===== src/rtl/pipe_hazard_ctrl.sv =====
// Load-enable and bubble control for the five-stage LC-3b pipeline registers.
// Resolves load-use, I/D-memory wait and MEM-stage redirect hazards, and keeps stall/flush counters.
module pipe_hazard_ctrl #(
  parameter int CNT_W   = 16,
  parameter int FLUSH_W = 8
) (
  input  logic               clk,
  input  logic               reset_n,
  input  logic               imem_read,
  input  logic               imem_resp,
  input  logic               dmem_req,
  input  logic               dmem_resp,
  input  logic               idex_ldr_read,
  input  logic [2:0]         idex_dest,
  input  logic [2:0]         ifid_src1,
  input  logic [2:0]         ifid_src2,
  input  logic               ifid_src1_used,
  input  logic               ifid_src2_used,
  input  logic               br_taken,
  input  logic [15:0]        br_target,
  output logic               load_pc,
  output logic               pc_redirect,
  output logic [15:0]        pc_target,
  output logic               load_ifid,
  output logic               load_idex,
  output logic               load_exmem,
  output logic               load_memwb,
  output logic               ifid_bubble,
  output logic               idex_bubble,
  output logic               exmem_bubble,
  output logic               memwb_bubble,
  output logic [CNT_W-1:0]   stall_cycles,
  output logic [FLUSH_W-1:0] flush_count
);

  typedef enum logic {RUN, SQUASH} state_t;

  state_t             state, state_nxt;
  logic [15:0]        tgt_q, tgt_nxt;
  logic [CNT_W-1:0]   stall_q;
  logic [FLUSH_W-1:0] flush_q;
  logic               dfrz, ifrz, lu, flush_inc;

  function automatic logic [CNT_W-1:0] sat_inc(input logic [CNT_W-1:0] v);
    return (&v) ? v : v + CNT_W'(1);
  endfunction

  assign dfrz = dmem_req & ~dmem_resp;
  assign ifrz = imem_read & ~imem_resp;
  assign lu   = idex_ldr_read &
                ((ifid_src1_used & (ifid_src1 == idex_dest)) |
                 (ifid_src2_used & (ifid_src2 == idex_dest)));

  always_comb begin
    load_pc      = 1'b1;
    load_ifid    = 1'b1;
    load_idex    = 1'b1;
    load_exmem   = 1'b1;
    load_memwb   = 1'b1;
    ifid_bubble  = 1'b0;
    idex_bubble  = 1'b0;
    exmem_bubble = 1'b0;
    memwb_bubble = 1'b0;
    pc_redirect  = 1'b0;
    pc_target    = tgt_q;
    tgt_nxt      = tgt_q;
    state_nxt    = state;
    flush_inc    = 1'b0;

    case (state)
      RUN: begin
        if (dfrz) begin
          load_pc      = 1'b0;
          load_ifid    = 1'b0;
          load_idex    = 1'b0;
          load_exmem   = 1'b0;
          memwb_bubble = 1'b1;
        end else if (br_taken && !ifrz) begin
          // Target bypasses the holding register so the PC redirects this cycle.
          pc_redirect  = 1'b1;
          pc_target    = br_target;
          ifid_bubble  = 1'b1;
          idex_bubble  = 1'b1;
          exmem_bubble = 1'b1;
          flush_inc    = 1'b1;
        end else if (br_taken) begin
          // Fetch in flight: hold the target until the I-mem answers.
          load_pc      = 1'b0;
          pc_target    = br_target;
          tgt_nxt      = br_target;
          ifid_bubble  = 1'b1;
          idex_bubble  = 1'b1;
          exmem_bubble = 1'b1;
          flush_inc    = 1'b1;
          state_nxt    = SQUASH;
        end else if (lu || ifrz) begin
          load_pc     = 1'b0;
          load_ifid   = 1'b0;
          idex_bubble = 1'b1;
        end
      end
      SQUASH: begin
        pc_redirect = 1'b1;
        ifid_bubble = 1'b1;
        if (imem_resp) state_nxt = RUN;
        else           load_pc   = 1'b0;
        if (dfrz) begin
          load_idex    = 1'b0;
          load_exmem   = 1'b0;
          memwb_bubble = 1'b1;
        end
      end
      default: state_nxt = RUN;
    endcase

    if (!reset_n) begin
      load_pc      = 1'b0;
      load_ifid    = 1'b0;
      load_idex    = 1'b0;
      load_exmem   = 1'b0;
      load_memwb   = 1'b0;
      ifid_bubble  = 1'b0;
      idex_bubble  = 1'b0;
      exmem_bubble = 1'b0;
      memwb_bubble = 1'b0;
      pc_redirect  = 1'b0;
      pc_target    = 16'h0000;
      flush_inc    = 1'b0;
    end
  end

  always_ff @(posedge clk or negedge reset_n) begin
    if (!reset_n) begin
      state   <= RUN;
      tgt_q   <= 16'h0000;
      stall_q <= '0;
      flush_q <= '0;
    end else begin
      state <= state_nxt;
      tgt_q <= tgt_nxt;
      if (!load_pc)  stall_q <= sat_inc(stall_q);
      if (flush_inc) flush_q <= flush_q + FLUSH_W'(1);
    end
  end

  assign stall_cycles = stall_q;
  assign flush_count  = flush_q;

endmodule


===== config.mk =====
export PLATFORM = sky130hd
export DESIGN_NAME = pipe_hazard_ctrl
export DESIGN_NICKNAME = d
export VERILOG_FILES = /design/src/rtl/pipe_hazard_ctrl.sv
export SDC_FILE = /design/constraint.sdc
export NUM_CORES = 1
export LEC_CHECK = 0
export CAP_MARGIN = 40
export CORE_AREA = 8 8 75 90
export DETAILED_ROUTE_END_ITERATION = 7
export DIE_AREA = 0 0 83 98
export HOLD_SLACK_MARGIN = 0.02
export PLACE_DENSITY = 0.82
export SETUP_SLACK_MARGIN = 0.2
export SLEW_MARGIN = 20
export SYNTH_ARGS = -nofsm -noshare
export SYNTH_HDL_FRONTEND = slang
export SYNTH_SLANG_ARGS = --single-unit

===== constraint.sdc =====
create_clock -name clk -period 2.1 [get_ports clk]
set_input_delay 0.315 -clock clk [delete_from_list [all_inputs] [get_ports clk]]
set_output_delay 0.315 -clock clk [all_outputs]
set_load 0.01 [all_outputs]

==> Word level (Yosys, flattened, before mapping) <==
Cells that the tools add are included.
{ "totals": {"mem_bits_rw": 0, "rom_bits": 0, "wordCells": 70, "regBits": 41, "inputBits": 35, "latch_bits": 0, "n_memories": 0, "out_inout_bits": 50} }
{ "op_classes": {"bitwise": 13, "n_eq_ne": 2, "muxes": 43, "multipliers": 0, "magnitude_cmp": 0, "n_addsub": 2, "div": 0, "reduce_logical": 6, "shifts": 0} }
{ "op_table": {"columns": ["op", "n"], "rows": [
  ["$mux W16", 5],
  ["$mux W1", 34],
  ["$add A16 B1 Y16 const B", 1],
  ["$reduce_and A16 Y1", 1],
  ["$add A8 B1 Y8 const B", 1],
  ["$pmux W1 S2", 4],
  ["$not A1 Y1", 7],
  ["$eq A3 B3 Y1", 2],
  ["$and A1 B1 Y1", 5],
  ["$reduce_and A3 Y1", 1],
  ["$reduce_and A2 Y1", 1],
  ["$logic_and A1 B1 Y1", 1],
  ["$logic_not A1 Y1", 1],
  ["$logic_or A1 B1 Y1", 1],
  ["$or A1 B1 Y1", 1]
]} }

==> Logic depth before layout (Yosys ltp) <==
Gate-level depths: netlist of run 1.
{ "depth": {"depth_word": 13, "depth_mapped": 7} }

==> Worst setup path after synthesis of run 1 <==
Ideal clock, no wire load.
{ "synth_path": {"path_kind": "input port to output port", "startpoint": "input dmem_resp", "endpoint": "output pc_target[10]", "slack_ns": 0.260, "path_buffers": 2, "cell_stages": 7, "arrival_ns": 1.525, "required_ns": 1.785, "path_cell_list": "nand2b_1 and2_1 nor2b_1 clkbuf_1 clkbuf_1 nand2_1 a21oi_1"} }
{ "synth_via": {"elab_chain_len": 5} }
{ "synth_rtl": {"columns": ["item", "line_no", "source"], "rows": [
  ["start, declared", "12", "input logic dmem_resp,"],
  ["$not A1 Y1", "48", "assign dfrz = dmem_req & ~dmem_resp;"],
  ["$and A1 B1 Y1", "48", null],
  ["$mux W16", "72", "if (dfrz) begin"],
  ["$mux W16", "70", "case (state)"],
  ["$mux W16", "116", "if (!reset_n) begin"],
  ["end, declared", "23", "output logic [15:0] pc_target,"]
]} }
Every way passes these cells.

==> Worst setup path after layout of run 1 <==
{ "layout_path": {"startpoint": "input dmem_req", "endpoint": "output pc_target[4]"} }
{ "layout_via": {"elab_chain_len": 4} }
{ "layout_rtl": {"columns": ["item", "line_no", "source"], "rows": [
  ["start, declared", "11", "input logic dmem_req,"],
  ["$and A1 B1 Y1", "48", null],
  ["$mux W16", "72", null],
  ["$mux W16", "70", null],
  ["$mux W16", "116", null]
]} }
Every way passes these cells.

==> flow_summary.rst, run 1 <==
.. list-table::
   :header-rows: 1

   * - Metric
     - Value
   * - Result of the run
     - finished clean
   * - Layout Nets
     - 373
   * - H-Tree Level Count
     - 2
   * - Post-synthesis sequential area ratio
     - 45.56%
   * - Critical path cell sequence
     - clkdlybuf4s15_1 -> nand2b_4 -> and2_4 -> nor2b_4 -> buf_6 -> buf_6 -> nand2_2 -> a21oi_2 -> buf_2
   * - GR Layer Usage met2
     - 27.70%
   * - Dominant register cell in the synthesized netlist
     - sky130_fd_sc_hd__dfrtp_1
   * - Area of the placeable core
     - 5443 um^2
   * - Average footprint of a synthesized cell
     - 10.05 um^2
   * - Initial Util
     - 41.38%
   * - Antenna cell count
     - 0
   * - Number of global-route vias before repair
     - 2163
   * - Worst vdd ir
     - 0.0008465 V
   * - Number of flip-flops and latches in the synthesized netlist
     - 41
   * - Register-to-Register Setup Slack
     - 0.27 ns
   * - Worst setup slack after layout
     - 0.2564 ns
   * - PortBufs
     - 84
   * - Cell seen most often among critical-path stages
     - sky130_fd_sc_hd__buf_6
   * - Clock sink total
     - 41
   * - Antenna violations before repair
     - 0
   * - Number of failing hold endpoints at the final stage
     - 0
   * - Global Route Usage Sum
     - 15.39%
   * - Share of cells above drive strength 1
     - 32.34%
   * - Capture point of the critical path
     - pc_target[4]
   * - Vertical extent of the die
     - 98 um
   * - Leading cell types by total area after synthesis
     - sky130_fd_sc_hd__dfrtp_1 46%, sky130_fd_sc_hd__mux2_2 8.0%, sky130_fd_sc_hd__nand2_1 7.3%, sky130_fd_sc_hd__xnor2_1 6.6%, sky130_fd_sc_hd__a21oi_1 4.0%
   * - Cell family with most CP delay
     - buffers and inverters
   * - Reg2reg path depth
     - 6
   * - Layer with the highest usage after global routing
     - met2
   * - Count of final setup violators
     - 0
   * - Vias
     - 2022
   * - Total negative setup slack
     - 0 ns
   * - Type of destination of the critical path
     - output pin
   * - Required time of the worst setup path
     - 1.78 ns
   * - Maximum fanout count along the critical path
     - 5
   * - Final weighted congestion of routability-driven global placement
     - 0.7934
   * - Tightest Pin Transition
     - 0.3723 ns
   * - Final worst path period share
     - 87.79%
   * - Post-layout minimum cycle time
     - 1.844 ns
   * - Critical Setup Path Class
     - in -> out
   * - Summed instance area of the synthesized netlist
     - 2252 um^2
   * - P_leak
     - 0.001599 uW
   * - DRT iter0 DRCs
     - 43
   * - Cell Pwr Density
     - 919.9 nW/um^2
   * - Master cell of the clock root buffer
     - sky130_fd_sc_hd__clkbuf_8
   * - Average wire per standard cell
     - 15.40 um
   * - Fin Clk Skew
     - 0.004100 ns
   * - First-pass GRT wire length
     - 10.58 mm
   * - Dpl ws
     - -0.3744 ns
   * - Reg2reg end
     - stall_cycles[13]
   * - Setup crit start
     - dmem_req
   * - Top cells by count, synth
     - 44 x sky130_fd_sc_hd__nand2_1, 41 x sky130_fd_sc_hd__dfrtp_1, 18 x sky130_fd_sc_hd__a21oi_1
   * - Share of flip-flops with an asynchronous set or reset
     - 100.0%
   * - DP HPWL
     - 4.548 mm
   * - Worst endpoint data arrival time
     - 1.53 ns
   * - Detail Route Antenna Nets
     - 0
   * - Total routed wirelength
     - 6.176 mm
   * - Total of fill cells in the finished design
     - 452
   * - Die outline width
     - 83 um
   * - Dominant cell type by area after synthesis
     - sky130_fd_sc_hd__dfrtp_1
   * - Most frequent cell after synthesis
     - sky130_fd_sc_hd__nand2_1
   * - Cell with the biggest individual delay on the critical path
     - sky130_fd_sc_hd__clkdlybuf4s15_1
   * - DRC
     - 0
   * - Avg Vias per Cell
     - 5.042
   * - Row count
     - 30
   * - Ys Warns
     - 0
   * - R2R Path Start
     - stall_cycles[1]
   * - Post-synth EDFFs
     - 0
   * - Achievable frequency
     - 0.5424 GHz
   * - Syn Nets
     - 261
   * - Met3 Resource Use GR
     - 4.663%
   * - Total buffers and inverters traversed by the critical path
     - 4
   * - Total congestion overflow
     - 0
   * - Worst-skew pair later-pin latency
     - 0.29 ns
   * - CTS Buf Count
     - 5
   * - TritonCTS clock tree
     - done
   * - Largest net degree at the start of global routing
     - 19
   * - RSZ-0062 raised after global routing
     - yes
   * - Clock transition time at the flip-flop clock pins of the worst setup and hold paths
     - 0.08 ns
   * - Slew margin rel.
     - 75.10%
   * - Met1 capacity usage during global routing
     - 17.01%
   * - Critical path launch point type
     - input pin
   * - Worst min-delay path category
     - in -> async
   * - Total die area
     - 8134 um^2
   * - Maximum clock path buffer count
     - 2
   * - Final Slew Violations
     - 0
   * - Library cells used by synthesis
     - 40
   * - First drt pass iteration count
     - 4
   * - Count of max-cap constraint violations
     - 0
   * - Crit. path cell count
     - 9
   * - Count of boundary I/O pins
     - 85
   * - Area share of the leading cell type in the synthesized netlist
     - 45.56%
   * - Layout-stage area growth over the synthesis result
     - 56.72%
   * - Post-synthesis cell count
     - 224
   * - Critical Path Max Stage Delay
     - 0.20 ns
kinds of logic after synthesis:
group	share of synthesized area, %
simple gates	22.61
flops	45.56
xor+xnor	10.50
compound gates	6.834
mux	9.666
buf+inv	3.722
fa+ha+maj	1.111
worst min path at each step:
stage                      to  slack, ns  startpoint  depth (start not counted)
3_5_place_dp            state       0.31     reset_n                          2
6_report       flush_count[0]       0.05     reset_n                          2
3_3_place_gp            state       0.31     reset_n                          2
2_1_floorplan  flush_count[0]       0.02     reset_n                          0
4_1_cts        flush_count[2]       0.05     reset_n                          2
5_1_grt        flush_count[3]       0.07     reset_n                          2
worst reg2reg max path: stages, from the launching register on:
cell	delay (ns)
sky130_fd_sc_hd__dfrtp_1	0.46
sky130_fd_sc_hd__ha_1	0.27
sky130_fd_sc_hd__nand3_4	0.15
sky130_fd_sc_hd__nor2_2	0.08
sky130_fd_sc_hd__a211o_4	0.41
sky130_fd_sc_hd__nor4_4	0.24
sky130_fd_sc_hd__xnor2_1	0.14
layout by cell type (no fill, tap or decap), types with 6 or more instances in the layout:
cell,count
sky130_fd_sc_hd__buf_4,20
sky130_fd_sc_hd__a21oi_1,12
sky130_fd_sc_hd__nand2_1,40
sky130_fd_sc_hd__clkdlybuf4s50_1,46
sky130_fd_sc_hd__clkbuf_2,6
sky130_fd_sc_hd__dfrtp_1,39
sky130_fd_sc_hd__dlygate4sd2_1,13
sky130_fd_sc_hd__a21oi_2,6
sky130_fd_sc_hd__buf_2,13
sky130_fd_sc_hd__clkbuf_8,6
sky130_fd_sc_hd__nor2_1,12
sky130_fd_sc_hd__inv_1,7
sky130_fd_sc_hd__xnor2_1,17
sky130_fd_sc_hd__xor2_1,10
sky130_fd_sc_hd__mux2_2,16
sky130_fd_sc_hd__buf_6,6
power by group:
group	switching (uW)	total (uW)	internal, uW
logic	575	1300	722
clock network	275	661	386
registers	266	1290	1020
state kept, by name (all words and copies together), names as in the netlist:
signal / cells
flush_count: 8
stall_cycles: 16
state: 1
tgt_q: 16
final cells by class:
cell class / instances / area [um^2] / area share, %
Multi-Input combinational cell: 167 / 1266 / 35.87
Clock inverter: 2 / 37.54 / 1.063
Sequential cell: 41 / 1028 / 29.14
Tap cell: 64 / 80.08 / 2.269
Clock buffer: 6 / 82.58 / 2.340
Timing Repair Buffer: 113 / 1005 / 28.46
Inverter: 8 / 30.03 / 0.8508
per-stage QoR:
step | cell area [um^2] | hold slack, ns | std cells | util [%] | total power, uW
after floorplan | 2252 | 0.01941 | 224 | - | 1855
after global placement | 3289 | 0.3096 | 383 | 60.44 | 2510
after global routing | 3530 | 0.06547 | 401 | 64.85 | 3449
after detailed placement | 3289 | 0.3133 | 383 | 60.44 | 2561
final | 3530 | 0.05202 | 401 | 64.85 | 3247
after CTS | 3483 | 0.05353 | 401 | 64.00 | 3256
layer usage:
metal  routed length, um  up-vias
met5                   0        -
met4                  83        0
met3                 330        6
met2                3343       58
met1                2419      983
li1                    -      975
repair_timing:
action / in CTS / in global routing
pin swaps: 12 / 9
buffers inserted: 6 / 0
hold buffers: 2 / 0
hold endpoints to repair: 11 / 0
resized for setup: 96 / 31
setup endpoints to repair: 33 / 28
gates cloned: 2 / 0
No activity file was read; power rests on OpenSTA's default activity.
==> run 2, diff against run 1 <==
CORE_AREA = 2 2 69 84   (was 8 8 75 90)
DIE_AREA = 0 0 71 86   (was 0 0 83 98)
==> run 2 against run 1 <==
Net effect: wire length down 9.8%; clock skew down 0.00053 ns; clock power down 3.5%; fmax down 1.7%; setup slack worse by 0.032 ns; sequential cell count unchanged; sequential share of layout area up 0.17 points; global-route usage up 2.8 points; utilization up 1.8 points; cell area down 0.71%; first-iteration DRC count up 86%; non-clock buffer count up 4.
==> flow_summary.rst, run 2 (synthesized netlist as in run 1, its figures left out) <==
.. list-table::
   :header-rows: 1

   * - Metric
     - Value
   * - Result of the run
     - finished clean (unchanged)
   * - Worst-skew pair later-pin latency
     - 0.28 ns (was 0.29 ns)
   * - TritonCTS clock tree
     - done (unchanged)
   * - Worst vdd ir
     - 0.0007484 V (was 0.0008465 V)
   * - Number of failing hold endpoints at the final stage
     - 0 (unchanged)
   * - Most frequent cells in the layout
     - 46 x sky130_fd_sc_hd__clkdlybuf4s50_1, 42 x sky130_fd_sc_hd__nand2_1, 40 x sky130_fd_sc_hd__dfrtp_1 (was 46 x sky130_fd_sc_hd__clkdlybuf4s50_1, 40 x sky130_fd_sc_hd__nand2_1, 39 x sky130_fd_sc_hd__dfrtp_1)
   * - Vertical extent of the die
     - 86 um (was 98 um)
   * - Die outline width
     - 71 um (was 83 um)
   * - PortBufs
     - 84 (unchanged)
   * - Maximum fanout count along the critical path
     - 5 (unchanged)
   * - Post-layout minimum cycle time
     - 1.875 ns (was 1.844 ns)
   * - Master cell of the clock root buffer
     - sky130_fd_sc_hd__clkbuf_8 (unchanged)
   * - Worst min-delay path category
     - in -> async (unchanged)
   * - Vias
     - 2013 (was 2022)
   * - DRT iter0 DRCs
     - 80 (was 43)
   * - Total of fill cells in the finished design
     - 442 (was 452)
   * - Number of standard cells in the layout, taps in and fillers out
     - 402 (was 401)
   * - Cell Pwr Density
     - 924.2 nW/um^2 (was 919.9 nW/um^2)
   * - Reg2reg end
     - stall_cycles[12] (was stall_cycles[13])
   * - Avg Vias per Cell
     - 5.007 (was 5.042)
   * - Required time of the worst setup path
     - 2.31 ns (was 1.78 ns)
   * - Total die area
     - 6106 um^2 (was 8134 um^2)
   * - Share of cells above drive strength 1
     - 31.47% (was 32.34%)
   * - DP HPWL
     - 3.955 mm (was 4.548 mm)
   * - Number of placed cells counting well taps
     - 385 (was 383)
   * - Area of the multi-input gates
     - 1215 um^2 (was 1266 um^2)
   * - Routed wl met3
     - 332 um (was 330 um)
   * - Total routed wirelength
     - 5.568 mm (was 6.176 mm)
   * - Type of destination of the critical path
     - flop (was output pin)
   * - Worst endpoint data arrival time
     - 2.09 ns (was 1.53 ns)
   * - P_leak
     - 0.001580 uW (was 0.001599 uW)
   * - Layout-stage area growth over the synthesis result
     - 55.61% (was 56.72%)
   * - Count of max-cap constraint violations
     - 0 (unchanged)
   * - Total Power
     - 3239 uW (was 3247 uW)
   * - Detail Route Antenna Nets
     - 0 (unchanged)
   * - Reg2reg path depth
     - 8 (was 6)
   * - Met1 wire length
     - 2.352 mm (was 2.419 mm)
   * - Antenna cell count
     - 0 (unchanged)
   * - Fraction of power spent switching nets
     - 32.89% (was 34.34%)
   * - H-Tree Level Count
     - 2 (unchanged)
   * - CTS Buf Count
     - 5 (unchanged)
   * - Slew margin rel.
     - 79.63% (was 75.10%)
   * - Portion of total power attributed to combinational logic
     - 41.7% (was 40.0%)
   * - R2R Path Start
     - state (was stall_cycles[1])
   * - Total congestion overflow
     - 0 (unchanged)
   * - FF+latch area
     - 1027 um^2 (was 1028 um^2)
   * - Global Route Usage Sum
     - 18.16% (was 15.39%)
   * - Fin util
     - 66.61% (was 64.85%)
   * - First-pass GRT wire length
     - 8.983 mm (was 10.58 mm)
   * - Final Slew Violations
     - 0 (unchanged)
   * - Critical path launch point type
     - input pin (unchanged)
   * - Count of final setup violators
     - 0 (unchanged)
   * - Average wire per standard cell
     - 13.85 um (was 15.40 um)
   * - Area of the placeable core
     - 5261 um^2 (was 5443 um^2)
   * - Final weighted congestion of routability-driven global placement
     - 0.7909 (was 0.7934)
   * - Sw Pwr
     - 1065 uW (was 1115 uW)
   * - DRC
     - 0 (unchanged)
   * - Clock sink total
     - 41 (unchanged)
   * - Register-to-Register Setup Slack
     - 0.28 ns (was 0.27 ns)
   * - Row count
     - 29 (was 30)
   * - Critical Setup Path Class
     - in -> reg (was in -> out)
   * - Sequential fraction of design power
     - 38.6% (was 39.7%)
   * - Met2 routed wirelength
     - 2.826 mm (was 3.343 mm)
   * - Dpl ws
     - -0.4226 ns (was -0.3744 ns)
   * - Maximum clock path buffer count
     - 2 (unchanged)
   * - Clk network pwr share
     - 19.7% (was 20.4%)
   * - Largest net degree at the start of global routing
     - 23 (was 19)
   * - Number of global-route vias before repair
     - 1915 (was 2163)
   * - First drt pass iteration count
     - 4 (unchanged)
   * - Clock transition time at the flip-flop clock pins of the worst setup and hold paths
     - 0.07 ns (was 0.08 ns)
   * - Most common cell after layout, fill and taps aside
     - sky130_fd_sc_hd__clkdlybuf4s50_1 (unchanged)
   * - Layout Nets
     - 376 (was 373)
   * - Antenna violations before repair
     - 0 (unchanged)
   * - Fin Clk Skew
     - 0.003571 ns (was 0.004100 ns)
   * - RSZ-0062 raised after global routing
     - yes (unchanged)
   * - Achievable frequency
     - 0.5333 GHz (was 0.5424 GHz)
   * - Tightest Pin Transition
     - 0.3028 ns (was 0.3723 ns)
   * - Max Used Layer
     - met4 (unchanged)
   * - Hold WS
     - 0.1216 ns (was 0.05202 ns)
   * - Final worst path period share
     - 89.29% (was 87.79%)
   * - Internal power component
     - 2174 uW (was 2132 uW)
   * - Count of boundary I/O pins
     - 85 (unchanged)
   * - Worst setup slack after layout
     - 0.2249 ns (was 0.2564 ns)
   * - Initial Util
     - 42.81% (was 41.38%)
run 2: repair_timing:
action | in CTS | in global routing
gates cloned | 1 | 0
pin swaps | 13 | 8
endpoints found under the hold margin | 1 | 0
setup endpoints to repair | 36 | 31
hold buffers | 1 | 0
buffers inserted | 6 | 1
resized for setup | 88 | 34
run 2: per-stage QoR:
step | cell area [um^2] | setup TNS (ns)
floorplan | 2252 | 0
global placement | 3329 | -8.376
detailed placement | 3329 | -10.73
CTS | 3552 | 0
global route | 3505 | 0
finish | 3505 | 0
run 2: layer usage:
layer | GRT usage (%) | vias up
met5 | 0 | -
met4 | 4.974 | 0
met3 | 3.525 | 6
met2 | 31.52 | 64
met1 | 23.05 | 963
li1 | - | 980
run 2: final cells by class:
type / instances / share of cell area [%]
Tap cell: 62 / 2.213
Timing Repair Buffer: 117 / 29.63
Sequential cell: 41 / 29.31
Clock buffer: 7 / 2.463
Inverter: 8 / 0.8568
Clock inverter: 1 / 0.8568
Multi-Input combinational cell: 166 / 34.67
run 2: worst max-delay path by stage:
stage,startpoint,to,slack (ns),cells after the start
6_report,ifid_src1[2],stall_cycles[7],0.22,11
5_1_grt,idex_dest[1],stall_cycles[7],0.16,11
4_1_cts,dmem_req,pc_target[5],0.19,8
3_5_place_dp,dmem_resp,pc_target[5],-0.42,8
3_3_place_gp,dmem_resp,pc_target[9],-0.35,8
2_1_floorplan,dmem_resp,pc_target[10],0.26,7
run 2: power groups by stage:
stage	Sequential [uW]	Combinational, uW	Clock, uW
after global placement	1250	1290	0
final	1250	1350	638
after floorplan	1320	537	0
after detailed placement	1260	1320	0
after global routing	1280	1460	696
after CTS	1250	1360	662
run 2: critical path, cell delays in order:
cell and delay, ns:
sky130_fd_sc_hd__dlygate4sd2_1 0.24, sky130_fd_sc_hd__xnor2_1 0.14, sky130_fd_sc_hd__and4_1 0.24, sky130_fd_sc_hd__buf_6 0.11, sky130_fd_sc_hd__nor4b_4 0.04, sky130_fd_sc_hd__buf_4 0.13
sky130_fd_sc_hd__a211o_4 0.30, sky130_fd_sc_hd__buf_12 0.14, sky130_fd_sc_hd__buf_12 0.12, sky130_fd_sc_hd__nor3_4 0.15, sky130_fd_sc_hd__xor2_1 0.14
==> run 3, diff against run 2 <==
GPL_ROUTABILITY_DRIVEN = 0   (was unset)
SKIP_CTS_REPAIR_TIMING = 1   (was unset)
==> run 3 against run 2 <==
Net effect: largest cell class unchanged; clock skew decreased by 0.00077 ns; setup slack worse by 0.0033 ns; die area unchanged; sequential power barely moved; fmax fell by 0.18%; wire length rose by 2.8%; cell area increased by 3.2%; combinational power barely moved; clock power hardly changed; count of clock-buffer cells in the layout is the same; utilization rose by 2.1 points; register-to-register slack better by 0.03 ns.
==> flow_summary.rst, run 3 (synthesized netlist as in run 1, its figures left out) <==
.. list-table::
   :header-rows: 1

   * - Metric
     - Value
   * - Worst vdd ir
     - 0.0007038 V (was 0.0007484 V)
   * - RSZ-0062 raised after global routing
     - yes (unchanged)
   * - Critical path launch point type
     - input pin (unchanged)
   * - Number of standard cells in the layout, taps in and fillers out
     - 397 (was 402)
   * - Total die area
     - 6106 um^2 (unchanged)
   * - Layout-stage area growth over the synthesis result
     - 60.56% (was 55.61%)
   * - DP HPWL
     - 3.955 mm (unchanged)
   * - P_leak
     - 0.001889 uW (was 0.001580 uW)
   * - Final standard cell area without fillers
     - 3616 um^2 (was 3505 um^2)
   * - Cell Pwr Density
     - 894.1 nW/um^2 (was 924.2 nW/um^2)
   * - Clk network pwr share
     - 19.6% (was 19.7%)
   * - Worst endpoint data arrival time
     - 1.56 ns (was 2.09 ns)
   * - First drt pass iteration count
     - 4 (unchanged)
   * - Most frequent cells in the layout
     - 48 x sky130_fd_sc_hd__clkdlybuf4s50_1, 42 x sky130_fd_sc_hd__nand2_1, 40 x sky130_fd_sc_hd__dfrtp_1 (was 46 x sky130_fd_sc_hd__clkdlybuf4s50_1, 42 x sky130_fd_sc_hd__nand2_1, 40 x sky130_fd_sc_hd__dfrtp_1)
   * - Global Route Usage Sum
     - 17.03% (was 18.16%)
   * - Maximum clock path buffer count
     - 2 (unchanged)
   * - Largest net degree at the start of global routing
     - 23 (unchanged)
   * - Detail Route Antenna Nets
     - 0 (unchanged)
   * - DRC
     - 0 (unchanged)
   * - Count of max-cap constraint violations
     - 0 (unchanged)
   * - Worst setup slack after layout
     - 0.2216 ns (was 0.2249 ns)
   * - Fin Clk Skew
     - 0.002805 ns (was 0.003571 ns)
   * - Number of global-route vias before repair
     - 1834 (was 1915)
   * - Vertical extent of the die
     - 86 um (unchanged)
   * - Achievable frequency
     - 0.5324 GHz (was 0.5333 GHz)
   * - Antenna cell count
     - 0 (unchanged)
   * - CTS Buf Count
     - 5 (unchanged)
   * - Result of the run
     - finished clean (unchanged)
   * - Slew margin rel.
     - 80.76% (was 79.63%)
   * - Sequential fraction of design power
     - 38.8% (was 38.6%)
   * - PortBufs
     - 84 (unchanged)
   * - Type of destination of the critical path
     - output pin (was flop)
   * - Placed cell area
     - 3329 um^2 (unchanged)
   * - Total routed wirelength
     - 5.724 mm (was 5.568 mm)
   * - Master cell of the clock root buffer
     - sky130_fd_sc_hd__clkbuf_8 (unchanged)
   * - H-Tree Level Count
     - 2 (unchanged)
   * - Clock transition time at the flip-flop clock pins of the worst setup and hold paths
     - 0.07 ns (about the same)
   * - Count of final setup violators
     - 0 (unchanged)
   * - Total congestion overflow
     - 0 (unchanged)
   * - Fraction of power spent switching nets
     - 32.56% (was 32.89%)
   * - Post-layout minimum cycle time
     - 1.878 ns (was 1.875 ns)
   * - DRT iter0 DRCs
     - 63 (was 80)
   * - Internal power component
     - 2180 uW (was 2174 uW)
   * - Avg Vias per Cell
     - 5.063 (was 5.007)
   * - Critical Setup Path Class
     - in -> out (was in -> reg)
   * - Antenna violations before repair
     - 0 (unchanged)
   * - Row count
     - 29 (unchanged)
   * - Worst-skew pair later-pin latency
     - 0.28 ns (about the same)
   * - Final Slew Violations
     - 0 (unchanged)
   * - Total of fill cells in the finished design
     - 420 (was 442)
   * - Clock sink total
     - 41 (unchanged)
   * - Portion of total power attributed to combinational logic
     - 41.6% (was 41.7%)
   * - Fin util
     - 68.73% (was 66.61%)
   * - Count of boundary I/O pins
     - 85 (unchanged)
   * - Final worst path period share
     - 89.45% (was 89.29%)
   * - Number of failing hold endpoints at the final stage
     - 0 (unchanged)
   * - Layout Nets
     - 371 (was 376)
   * - Maximum fanout count along the critical path
     - 2 (was 5)
   * - Share of cells above drive strength 1
     - 25.37% (was 31.47%)
   * - TritonCTS clock tree
     - done (unchanged)
   * - Average wire per standard cell
     - 14.42 um (was 13.85 um)
   * - Area of the placeable core
     - 5261 um^2 (unchanged)
   * - Register-to-Register Setup Slack
     - 0.31 ns (was 0.28 ns)
   * - Initial Util
     - 42.81% (unchanged)
   * - Vias
     - 2010 (was 2013)
   * - Total negative setup slack
     - 0 ns (unchanged)
   * - Worst min-delay path category
     - in -> async (unchanged)
   * - Number of placed cells counting well taps
     - 385 (unchanged)
   * - Tightest Pin Transition
     - 0.2887 ns (was 0.3028 ns)
   * - Sw Pwr
     - 1053 uW (was 1065 uW)
   * - Die outline width
     - 71 um (unchanged)
   * - Dpl ws
     - -0.4226 ns (unchanged)
   * - First-pass GRT wire length
     - 8.500 mm (was 8.983 mm)
   * - Required time of the worst setup path
     - 1.78 ns (was 2.31 ns)
   * - Most common cell after layout, fill and taps aside
     - sky130_fd_sc_hd__clkdlybuf4s50_1 (unchanged)
## run 3: cell count changes in the layout (fill, tap and decap cells not counted), moves of 3 or more
cell / change
sky130_fd_sc_hd__buf_2: -6
sky130_fd_sc_hd__buf_6: -4
sky130_fd_sc_hd__clkbuf_2: -11
sky130_fd_sc_hd__clkdlybuf4s15_1: -4
sky130_fd_sc_hd__dlygate4sd2_1: -12
sky130_fd_sc_hd__dlymetal6s2s_1: +31
sky130_fd_sc_hd__nor2_1: +3
## run 3: cell type report
type                            count  area [um^2]  share of cell area [%]
Clock buffer                        7        86.33                   2.388
Sequential cell                    41         1027                   28.41
Timing Repair Buffer              112         1151                   31.83
Clock inverter                      1        30.03                  0.8304
Multi-Input combinational cell    166         1214                   33.56
Inverter                            8        30.03                  0.8304
Tap cell                           62        77.57                   2.145
## run 3: power groups by stage
stage / logic [uW] / registers (uW) / clock network (uW)
floorplan: 537 / 1320 / 0
global placement: 1290 / 1250 / 0
detailed placement: 1320 / 1260 / 0
CTS: 1340 / 1250 / 662
global route: 1450 / 1290 / 696
finish: 1340 / 1250 / 635
## run 3: worst paths after layout
check,start,end,depth (start not counted)
max reg2reg,state,stall_cycles[1],6
max in group asynchronous,reset_n,state,2
min reg2reg,flush_count[7],flush_count[7],1
min,reset_n,flush_count[6],2
max,ifid_src1_used,idex_bubble,7
min in group clk,flush_count[7],flush_count[7],1
## run 3: routing by layer
| metal | global-route usage (%) | share of wire (%) | vias to the layer above |
|---|---|---|---|
| li1 | - | - | 968 |
| met1 | 22.25 | 42 | 966 |
| met2 | 28.80 | 51 | 68 |
| met3 | 3.408 | 5.4 | 8 |
| met4 | 4.631 | 1.3 | 0 |
| met5 | 0 | 0 | - |
## run 3: per-stage QoR
stage | hold WS, ns | power (uW)
CTS | -0.1588 | 3247
floorplan | 0.01941 | 1855
global placement | 0.1485 | 2540
finish | 0.1205 | 3233
detailed placement | 0.1530 | 2577
global route | 0.1353 | 3429
## run 3: worst max-delay path: stages
cell                              delay, ns
sky130_fd_sc_hd__clkdlybuf4s50_1       0.40
sky130_fd_sc_hd__and4_4                0.18
sky130_fd_sc_hd__buf_4                 0.13
sky130_fd_sc_hd__o21ai_2               0.12
sky130_fd_sc_hd__nand2_1               0.07
sky130_fd_sc_hd__o21a_1                0.19
sky130_fd_sc_hd__buf_2                 0.15
